## config.mk

```make
export PLATFORM = sky130hd
export DESIGN_NAME = parity_stream
export DESIGN_NICKNAME = d
export VERILOG_FILES = /design/src/rtl/parity_pkg.sv /design/src/rtl/parity_tree.sv /design/src/rtl/parity_stream.sv
export SDC_FILE = /design/constraint.sdc
export NUM_CORES = 1
export LEC_CHECK = 0
export ABC_CLOCK_PERIOD_IN_PS = 2200
export BUFFER_PORTS_ARGS = -buffer_cell sky130_fd_sc_hd__clkbuf_2
export CAP_MARGIN = 20
export CORE_ASPECT_RATIO = 0.5
export CORE_UTILIZATION = 25
export CTS_CLUSTER_SIZE = 25
export DETAILED_ROUTE_END_ITERATION = 7
export PLACE_DENSITY = 0.41
export SLEW_MARGIN = 20
export SYNTH_ARGS = -nofsm -noshare
export SYNTH_HDL_FRONTEND = slang
export SYNTH_SLANG_ARGS = --single-unit
```

## constraint.sdc

```tcl
create_clock -name clk -period 2.2 [get_ports clk]
set_input_delay 0.22 -clock clk [delete_from_list [all_inputs] [get_ports clk]]
set_output_delay 0.22 -clock clk [all_outputs]
set_load 0.01 [all_outputs]
```

## src/rtl/parity_pkg.sv

```systemverilog
// parity_pkg
// Shared definitions for the streaming parity block:
//   - state_e   : frame FSM states (ACC accepting beats, DONE result held)
//   - PAR_EVEN / PAR_ODD : parity sense constants
//   - sat_inc() : saturating increment for counters up to 32 bits wide
package parity_pkg;

  typedef enum logic [0:0] {
    ACC  = 1'b0,
    DONE = 1'b1
  } state_e;

  localparam logic PAR_EVEN = 1'b0;
  localparam logic PAR_ODD  = 1'b1;

  // Increment v, holding at the all-ones value of a w-bit counter.
  // Counters wider than 32 bits are not supported.
  function automatic logic [31:0] sat_inc(input logic [31:0] v, input int unsigned w);
    logic [31:0] max_v;
    if (w >= 32) begin
      max_v = 32'hFFFF_FFFF;
    end else begin
      max_v = (32'd1 << w) - 32'd1;
    end
    if (v >= max_v) begin
      sat_inc = max_v;
    end else begin
      sat_inc = v + 32'd1;
    end
  endfunction

endpackage

```

## src/rtl/parity_tree.sv

```systemverilog
// parity_tree
// Combinational XOR reduction of a DATA_W-bit word built as a balanced
// binary tree (heap-indexed, leaves padded with zeros to a power of two).
// Ports:
//   data   in  DATA_W  word to reduce
//   parity out 1       XOR of all bits of data
module parity_tree #(
  parameter int DATA_W = 8
) (
  input  logic [DATA_W-1:0] data,
  output logic              parity
);

  localparam int LEAVES = 1 << $clog2(DATA_W);

  // node_s[1] is the root; node_s[LEAVES+i] is leaf i
  logic node_s [1:2*LEAVES-1];

  genvar gi;
  generate
    for (gi = 0; gi < LEAVES; gi++) begin : g_leaf
      if (gi < DATA_W) begin : g_bit
        assign node_s[LEAVES+gi] = data[gi];
      end else begin : g_pad
        assign node_s[LEAVES+gi] = 1'b0;
      end
    end
    for (gi = 1; gi < LEAVES; gi++) begin : g_node
      assign node_s[gi] = node_s[2*gi] ^ node_s[2*gi+1];
    end
  endgenerate

  assign parity = node_s[1];

endmodule

```

## src/rtl/parity_stream.sv

```systemverilog
// parity_stream
// Streaming parity generator/checker. Accumulates parity over multi-beat
// frames (valid/ready in), then holds one result per frame (valid/ready out).
// Optional feature macro: PARITY_ERR_CNT_EN enables the saturating mismatch
// counter on err_cnt; when undefined err_cnt is tied to zero.
// Ports:
//   clk, rst                 clock, async active-high reset
//   s_valid/s_ready          input beat handshake
//   s_data, s_last           input word and end-of-frame marker
//   check_en, par_in         expected-parity compare, sampled with last beat
//   m_valid/m_ready          frame result handshake
//   m_parity, m_beats, m_err frame parity, beat count (saturating), mismatch
//   err_clr, err_cnt         mismatch counter clear and value
module parity_stream
  import parity_pkg::*;
#(
  parameter int DATA_W = 8,
  parameter int CNT_W  = 16,
  parameter int ODD    = 0
) (
  input  logic              clk,
  input  logic              rst,
  input  logic              s_valid,
  output logic              s_ready,
  input  logic [DATA_W-1:0] s_data,
  input  logic              s_last,
  input  logic              check_en,
  input  logic              par_in,
  output logic              m_valid,
  input  logic              m_ready,
  output logic              m_parity,
  output logic [CNT_W-1:0]  m_beats,
  output logic              m_err,
  input  logic              err_clr,
  output logic [CNT_W-1:0]  err_cnt
);

  localparam logic ODD_BIT = (ODD != 0) ? PAR_ODD : PAR_EVEN;

  state_e             state_r;
  logic               acc_r;
  logic [CNT_W-1:0]   beats_r;
  logic               word_par_s;
  logic               frame_par_s;
  logic [CNT_W-1:0]   beats_next_s;

  parity_tree #(.DATA_W(DATA_W)) u_tree (
    .data   (s_data),
    .parity (word_par_s)
  );

  assign frame_par_s  = acc_r ^ word_par_s ^ ODD_BIT;
  assign beats_next_s = CNT_W'(sat_inc(32'(beats_r), CNT_W));

  // Ready is purely a function of state so m_ready never reaches s_ready.
  assign s_ready = (state_r == ACC);

  // Frame FSM: accumulate beats in ACC, hold the registered result in DONE.
  always_ff @(posedge clk or posedge rst) begin
    if (rst) begin
      state_r  <= ACC;
      acc_r    <= 1'b0;
      beats_r  <= {CNT_W{1'b0}};
      m_valid  <= 1'b0;
      m_parity <= 1'b0;
      m_beats  <= {CNT_W{1'b0}};
      m_err    <= 1'b0;
    end else begin
      case (state_r)
        ACC: begin
          if (s_valid) begin
            if (s_last) begin
              m_parity <= frame_par_s;
              m_beats  <= beats_next_s;
              m_err    <= check_en & (frame_par_s != par_in);
              m_valid  <= 1'b1;
              acc_r    <= 1'b0;
              beats_r  <= {CNT_W{1'b0}};
              state_r  <= DONE;
            end else begin
              acc_r    <= acc_r ^ word_par_s;
              beats_r  <= beats_next_s;
            end
          end
        end
        DONE: begin
          // Result outputs keep their last value; only valid drops.
          if (m_ready) begin
            m_valid <= 1'b0;
            state_r <= ACC;
          end
        end
        default: begin
          state_r <= ACC;
          m_valid <= 1'b0;
        end
      endcase
    end
  end

`ifdef PARITY_ERR_CNT_EN
  logic [CNT_W-1:0] err_cnt_r;

  // Mismatch counter: clear has priority over a same-cycle erroring handshake.
  always_ff @(posedge clk or posedge rst) begin
    if (rst) begin
      err_cnt_r <= {CNT_W{1'b0}};
    end else if (err_clr) begin
      err_cnt_r <= {CNT_W{1'b0}};
    end else if (m_valid && m_ready && m_err) begin
      err_cnt_r <= CNT_W'(sat_inc(32'(err_cnt_r), CNT_W));
    end
  end

  assign err_cnt = err_cnt_r;
`else
  logic unused_err_clr_s;

  assign unused_err_clr_s = err_clr;
  assign err_cnt          = {CNT_W{1'b0}};
`endif

endmodule

```

==> results of run 1 <==
-- sequential cells by signal (all words and copies together), names as in the netlist --
| register | flops |
|---|---|
| beats_r | 16 |
| m_beats | 16 |
| acc_r | 1 |
| m_err | 1 |
| m_parity | 1 |
| m_valid | 1 |
| state_r | 1 |
-- critical path: cells and delay by family (launching register included) --
| family | cells | cell delay, ps |
|---|---|---|
| AOI/OAI and AO/OA | 2 | 510 |
| adders and majority gates | 1 | 290 |
| DFF | 1 | 410 |
| and+or+nand+nor | 2 | 550 |
-- cell type report --
class                           instances  area share (%)
Clock buffer                            8           5.396
Tap cell                              112           5.545
Sequential cell                        37           36.63
Multi-Input combinational cell        161           41.49
Inverter                                5          0.7426
Timing Repair Buffer                   44           10.20
-- metrics by stage --
step | cell area (um^2) | setup slack [ps] | util, %
6_report | 2527 | 342.1 | 30.92
5_1_grt | 2527 | 128.6 | 30.92
4_1_cts | 2527 | 322.3 | 30.92
3_5_place_dp | 2391 | 327.9 | 29.26
3_3_place_gp | 2391 | 369.4 | 29.26
2_1_floorplan | 2207 | 531.4 | -
-- final timing paths --
kind | start | to | slack [ps]
max in group asynchronous | rst | beats_r[3] | 1810
hold / removal | rst | m_beats[5] | 30
setup / recovery | beats_r[0] | beats_r[15] | 340
hold reg to reg | m_valid | m_valid | 480
setup reg to reg | beats_r[0] | beats_r[15] | 340
min in group clk | m_ready | state_r | 130
-- synthesized netlist by cell type, drive strengths merged --
cell type	n	share of area [%]
o21a	1	0.35
o41ai	1	0.41
inv	5	0.87
a41o	1	0.47
conb	1	0.17
nand4	6	1.7
a31oi	13	3.8
o31ai	5	1.7
a311oi	5	2.0
a41oi	4	1.6
xor2	4	1.6
xnor3	2	2.1
buf	25	8.1
o21ai	9	2.1
clkbuf	10	1.9
nor2b	1	0.29
a31o	1	0.41
nand2	19	3.3
a2bb2oi	2	0.81
dfrtp	37	43
nand2b	1	0.29
nand3	6	2.1
nand3b	1	0.35
a21oi	13	3.2
a211oi	2	0.70
ha	1	0.58
xnor2	12	4.9
nor2	16	2.8
a21boi	1	0.35
and3	5	1.5
mux2	1	0.52
nor4	5	3.1
mux2i	2	0.93
and4	1	0.41
nor3	4	1.5
-- power breakdown --
group | switching, W | internal (W)
registers | 0.0000660 | 0.000774
logic | 0.000221 | 0.000177
clock network | 0.000259 | 0.000421
-- routing by layer --
| metal | wire, um | GRT usage, % | vias to the layer above |
|---|---|---|---|
| met4 | 54 | 4.261 | 0 |
| met3 | 233 | 2.703 | 5 |
| met5 | 0 | 0 | - |
| li1 | - | - | 834 |
| met1 | 2646 | 16.93 | 772 |
| met2 | 1913 | 17.87 | 51 |
-- cells by family after synthesis --
kind of cell / synth area share, %
muxes: 1.454
AOI/OAI and AO/OA: 17.98
adders and majority gates: 0.5816
other: 0.1744
buffers and inverters: 10.82
DFF: 43.05
and+or+nand+nor: 17.34
xor gates and xnor gates: 8.609
==> results.yml, run 1 <==
critical_path:
  crit_chain: "ha_1, nand3_2, nor3_4, a21oi_2, a311oi_1"
  cp_slowest_cell: "dfrtp_1"
  cp.required_ps: 2380
  critical_path_peak_fanout: 9
  arrival_ps: 2030
  critical_path_class: "reg2reg"
  r2r_cells: 5
  critPathLaunchType: "register"
  end_kind: "register"
  max_stage_delay_ps: 410
timing:
  fin_skew_ps: 1.871
  max_freq_mhz: 538.2
  hold_ws_ps: 28.00
  period_needed_ps: 1858
  final_hold_viol_count: 0
  setup_tns_ps: 0
  fin_crit_sh_pct: 84.45
  setup_viol: 0
  slew_violations: 0
  tightest_slew_ps: 500.3
  timing.slew.headroom_pct: 66.65
  rsz0062_at_grt: "no"
clock_network:
  path_clk_slew_ps: 50
  clk_root_buffer_cell: "clkbuf_16"
  cts_tree: "built"
  cts.sink_count: 37
  cts_setup_buffers: 0
  clockBufferDepth: 2
  hold_buffers: 0
  htree_levels: 2
  ctsResizeCount: 0
  clkLatencyLatePin_ps: 280
  cts_buffers: 5
placement:
  dpl.hpwl_um: 3458
  port-buffer-count: 34
  dp.cells: 359
  gp_congestion: 0.7400
yosys:
  synthCells: 223
  ys_seq_elements: 37
  syn-mean-instance-area_um2: 9.645
  synth.distinct_cells: 44
  seq_area_frac_synth_pct: 43.05
  syn_area_mm2: 0.002151
  ys_warn_count: 0
finish:
  fill_cells: 875
  final_common_cell: "dfrtp_1"
  final_nets: 271
  regArea_um2: 925.9
  stdcell_count: 367
  mostFrequentLayoutCells: "dfrtp_1, clkbuf_2, nand2_1, nor2_1, conb_1"
  multi_input_area_mm2: 0.001049
  drive_above_1_share_pct: 23.14
  areaGrowthSynthToFinish_pct: 17.51
  n_antenna_cell: 0
global_routing:
  grt_overflow: 0
  grt_pass1_vias: 1567
  grt_pass1_wl_um: 8204
  grt_use_total_pct: 11.97
  antenna_found_initial: 0
  grt_max_degree: 38
drt:
  dr.first_iter.drc_count: 82
  wire_per_inst_um: 13.21
  vias: 1662
  drc: 0
  routed_wl_um: 4848
  dr.pass1.iters: 4
  via_per_inst: 4.529
  ant_nets: 0
floorplanning:
  core_mm2: 0.008173
  die-area_mm2: 0.009001
  dieWidth_um: 133.2
  std_cell_rows: 23
  start_util_pct: 26.32
  die_h_um: 67.59
  ios: 52
power:
  powerDensity_mw_per_mm2: 758.9
  total_power_w: 0.001918
  peakVddDrop_mv: 0.2373
  p_leak_nw: 1.128
run_status:
  status: "finished clean"
job:
  drv.max_cap_violation_count: 0
hold_path:
  hp-class: "in2async"
(Power assumes the default switching activity.)
==> inputs of run 2 (changes only) <==
ABC_CLOCK_PERIOD_IN_PS = 1900   (was 2200)
clock period = 1.9 ns   (was 2.2 ns; I/O delays follow)
==> run 2 against run 1 <==
Global-route usage up 0.41 points. Clock power is 16% higher. Die area is the same. Utilization is 0.95 points higher. Sequential power is 14% higher. Register-to-register slack lost 130 ps. Fmax rose by 10%. Clock-buffer cell count unchanged. Cell count grew 3.3%. Cell area up 3.1%. Via count is 4.5% higher. Setup slack worse by 130 ps. Critical path type unchanged.
==> results.yml, run 2 (synthesis results as in run 1) <==
critical_path:
  critical_path_peak_fanout: 11
  cp_slowest_cell: "dfrtp_1"
  max_stage_delay_ps: 400
  cp.required_ps: 2040
  end_kind: "register"
  critical_path_class: "reg2reg"
  arrival_ps: 1820
  crit_chain: "nand3_2, nor3_4, buf_4, mux2i_1, o21ai_1"
  critPathLaunchType: "register"
finish:
  n_antenna_cell: 0
  mostFrequentLayoutCells: "dfrtp_1, clkbuf_2, buf_4, nand2_1"
  top_regs: "beats_r: 16 flops, m_beats: 16 flops"
  regArea_um2: 925.9
  final_area_mm2: 0.002605
  areaGrowthSynthToFinish_pct: 21.12
  final_nets: 283
  stdcell_count: 379
  drive_above_1_share_pct: 26.59
  final_common_cell: "dfrtp_1"
  multi_input_area_mm2: 0.001049
  fill_cells: 867
drt:
  via_per_inst: 4.583
  met3WireLength_um: 274
  wire_per_inst_um: 13.36
  dr.first_iter.drc_count: 59
  vias: 1737
  m1WireLength_um: 2703
  wl_met2_um: 2054
  ant_nets: 0
  routed_wl_um: 5064
  drc: 0
  highest_layer: "met4"
  dr.pass1.iters: 4
floorplanning:
  ios: 52
  die_h_um: 67.59
  die-area_mm2: 0.009001
  std_cell_rows: 23
  core_mm2: 0.008173
  start_util_pct: 26.32
  dieWidth_um: 133.2
power:
  total_power_w: 0.002242
  p_leak_nw: 1.188
  peakVddDrop_mv: 0.2975
  powerDensity_mw_per_mm2: 860.7
clock_network:
  cts_tree: "built"
  cts_setup_buffers: 0
  hold_buffers: 0
  clkLatencyLatePin_ps: 270
  cts.sink_count: 37
  htree_levels: 2
  clockBufferDepth: 2
  ctsResizeCount: 0
  clk_root_buffer_cell: "clkbuf_16"
  cts_buffers: 5
  path_clk_slew_ps: 50
timing:
  setup_ws_ps: 214.4
  slew_violations: 0
  setup_tns_ps: 0
  fin_crit_sh_pct: 88.72
  max_freq_mhz: 593.3
  period_needed_ps: 1686
  final_hold_viol_count: 0
  fin_skew_ps: 3.323
  setup_viol: 0
  rsz0062_at_grt: "no"
run_status:
  status: "finished clean"
placement:
  dpl.hpwl_um: 3676
  place_area_mm2: 0.002469
  port-buffer-count: 34
  place_worst_setup_slack_ps: 203.0
  gp_congestion: 0.7382
  dp.cells: 371
global_routing:
  grt_max_degree: 38
  grt_pass1_wl_um: 8631
  grt_use_total_pct: 12.38
  grt_pass1_vias: 1656
  grt_overflow: 0
  antenna_found_initial: 0
job:
  drv.max_cap_violation_count: 0
hold_path:
  hp-class: "in2async"
==> run 2: final timing paths <==
check,from,end,cells past startpoint,slack (ps)
setup / recovery,beats_r[6],m_beats[10],5,210
hold / removal,rst,m_beats[3],3,10
setup reg to reg,beats_r[6],m_beats[10],5,210
hold reg to reg,m_valid,m_valid,2,480
max in group asynchronous,rst,beats_r[10],3,1540
min in group clk,m_ready,state_r,2,110
==> run 2: stage by stage <==
step / util, % / hold slack, ps
floorplan: - / 286.4
global placement: 30.21 / 320.8
detailed placement: 30.21 / 322.8
CTS: 31.87 / 31.37
global route: 31.87 / 57.36
finish: 31.87 / 10.54
==> run 2: power breakdown <==
group          total [W]  internal (W)  switching [W]  leakage, nW
registers       0.000957      0.000896      0.0000610        0.483
logic           0.000497      0.000221       0.000276        0.640
clock network   0.000788      0.000488       0.000300       0.0652
==> run 2: cell type report <==
type	count	area share (%)
tap	112	5.379
timing repair buffer	56	12.87
multi-input combinational	161	40.25
sequential	37	35.54
inverter	5	0.7205
clock buffer	8	5.235
==> run 2: metal layers <==
metal	vias to the layer above	GRT usage, %
met4	0	3.409
met3	2	2.553
met1	819	17.34
li1	856	-
met2	60	19.37
met5	-	0
==> run 2: worst max-delay path, delay by kind of cell, from the launching register on <==
family	cells	cell delay, ps
compound gates	1	90
buf+inv	1	190
flops	1	400
mux	1	220
simple gates	2	650
==> inputs of run 3 (changes only) <==
CORE_UTILIZATION = 48   (was 25)
CTS_BUF_LIST = sky130_fd_sc_hd__clkbuf_4 sky130_fd_sc_hd__clkbuf_8   (was not set)
PLACE_DENSITY = 0.71   (was 0.41)
==> run 3 against run 2 <==
Setup slack lost 84 ps. Sequential share of layout area increased by 2.4 points. Fmax is 4.7% lower. Worst hold slack improved by 80 ps. Global-route usage grew 7.8 points. First-iteration DRC count up 68%. Largest cell class unchanged. Highest routed layer unchanged.
==> results.yml, run 3 (synthesis results as in run 1) <==
clock_network:
  clkLatencyLatePin_ps: 280
  cts_buffers: 5
  cts.sink_count: 37
  htree_levels: 2
  path_clk_slew_ps: 70
  clockBufferDepth: 2
  cts_tree: "built"
  clk_root_buffer_cell: "clkbuf_8"
critical_path:
  critPathLaunchType: "register"
  cp.required_ps: 2090
  end_kind: "register"
  cp_slowest_cell: "dfrtp_1"
  critical_path_peak_fanout: 8
  arrival_ps: 1960
  max_stage_delay_ps: 480
  crit_chain: "nand4_1, nor4_4, a41oi_1, a311oi_1"
  critical_path_class: "reg2reg"
power:
  peakVddDrop_mv: 0.3996
  powerDensity_mw_per_mm2: 813.7
  p_leak_nw: 1.135
finish:
  n_antenna_cell: 0
  top_regs: "beats_r: 16 flops, m_beats: 16 flops"
  drive_above_1_share_pct: 25.48
  mostFrequentLayoutCells: "dfrtp_1, clkbuf_2, nand2_1, nor2_1, conb_1"
  regArea_um2: 925.9
  areaGrowthSynthToFinish_pct: 13.50
  fill_cells: 361
  multi_input_area_mm2: 0.001054
  final_nets: 276
  final_common_cell: "dfrtp_1"
  final_util_pct: 59.77
timing:
  max_freq_mhz: 565.2
  fin_skew_ps: 4.653
  final_hold_viol_count: 0
  setup_viol: 0
  setup_ws_ps: 130.7
  fin_crit_sh_pct: 93.12
  period_needed_ps: 1769
  slew_violations: 0
floorplanning:
  ios: 52
  core_mm2: 0.004084
  die_h_um: 49.34
  std_cell_rows: 16
  dieWidth_um: 96.67
  die-area_mm2: 0.004769
  start_util_pct: 52.67
global_routing:
  grt_overflow: 0
  grt_pass1_wl_um: 7541
  grt_use_total_pct: 20.20
  grt_max_degree: 38
  grt_pass1_vias: 1621
  antenna_found_initial: 0
drt:
  wire_per_inst_um: 13.59
  dr.pass1.iters: 4
  drc: 0
  dr.first_iter.drc_count: 99
  via_per_inst: 5.479
  ant_nets: 0
  routed_wl_um: 4254
  vias: 1715
run_status:
  status: "finished clean"
hold_path:
  hp-class: "in2reg"
placement:
  place_worst_setup_slack_ps: 183.4
  gp_congestion: 0.7739
  dpl.hpwl_um: 3052
  port-buffer-count: 34
job:
  drv.max_cap_violation_count: 0
run 3: changes by cell type in the layout (fill, tap and decap cells not counted):
cell,previous run,this run
dlygate4sd3_1,0,1
clkbuf_4,0,1
clkbuf_16,5,0
clkbuf_1,3,0
nor3_2,0,1
nor3_1,3,2
clkbuf_8,0,6
buf_4,22,14
run 3: routing by layer:
metal  global-route usage (%)  part of all wire [%]
met1                    27.44                    49
met2                    29.93                    42
met3                    7.163                   8.5
met4                    7.214                  0.71
met5                        0                     0
run 3: final cells by class:
class                   instances  share of cell area (%)
multi-input cells             161                   43.16
flip-flops and latches         37                   37.93
repair buffers                 49                   11.69
clock buffers                   7                   3.690
well taps                      54                   2.768
inverters                       5                  0.7688
run 3: repair_timing:
action                                  CTS  global route
resized for setup                         0             1
endpoints found under the hold margin     5             0
hold buffers                              1             0
endpoints found under the setup margin    0             2
setup buffers                             0             0
run 3: metrics by stage:
stage / cell area [um^2] / total power [W] / hold WS, ps / std cells / setup TNS [ps]
5_1_grt: 2441 / 0.002126 / 94.44 / 313 / -18.32
3_3_place_gp: 2336 / 0.001434 / 304.6 / 305 / 0
4_1_cts: 2436 / 0.002021 / 85.68 / 313 / 0
6_report: 2441 / 0.001986 / 90.63 / 313 / 0
2_1_floorplan: 2207 / 0.001303 / 286.4 / 238 / 0
3_5_place_dp: 2336 / 0.001454 / 306.1 / 305 / 0
run 3: where the power goes:
part | switching [W] | leakage, nW | internal, W
combinational | 0.000253 | 0.604 | 0.000208
clock | 0.000255 | 0.0477 | 0.000302
sequential | 0.0000731 | 0.483 | 0.000895
run 3: critical path: cells and delay by family (launching register included):
| kind | cells | cell delay, ps |
|---|---|---|
| AO/OA/AOI/OAI | 2 | 430 |
| AND/OR/NAND/NOR | 2 | 760 |
| flip-flops | 1 | 480 |
run 3: final timing paths:
| path | startpoint | depth (start not counted) | slack [ps] | end |
|---|---|---|---|---|
| worst max-delay path | beats_r[2] | 4 | 130 | beats_r[15] |
| worst min-delay path | m_ready | 2 | 90 | state_r |
| worst max register to register | beats_r[2] | 4 | 130 | beats_r[15] |
| worst min register to register | m_beats[12] | 2 | 490 | m_beats[12] |
| max in group asynchronous | rst | 4 | 1040 | beats_r[14] |
| min in group asynchronous | rst | 4 | 530 | m_beats[13] |
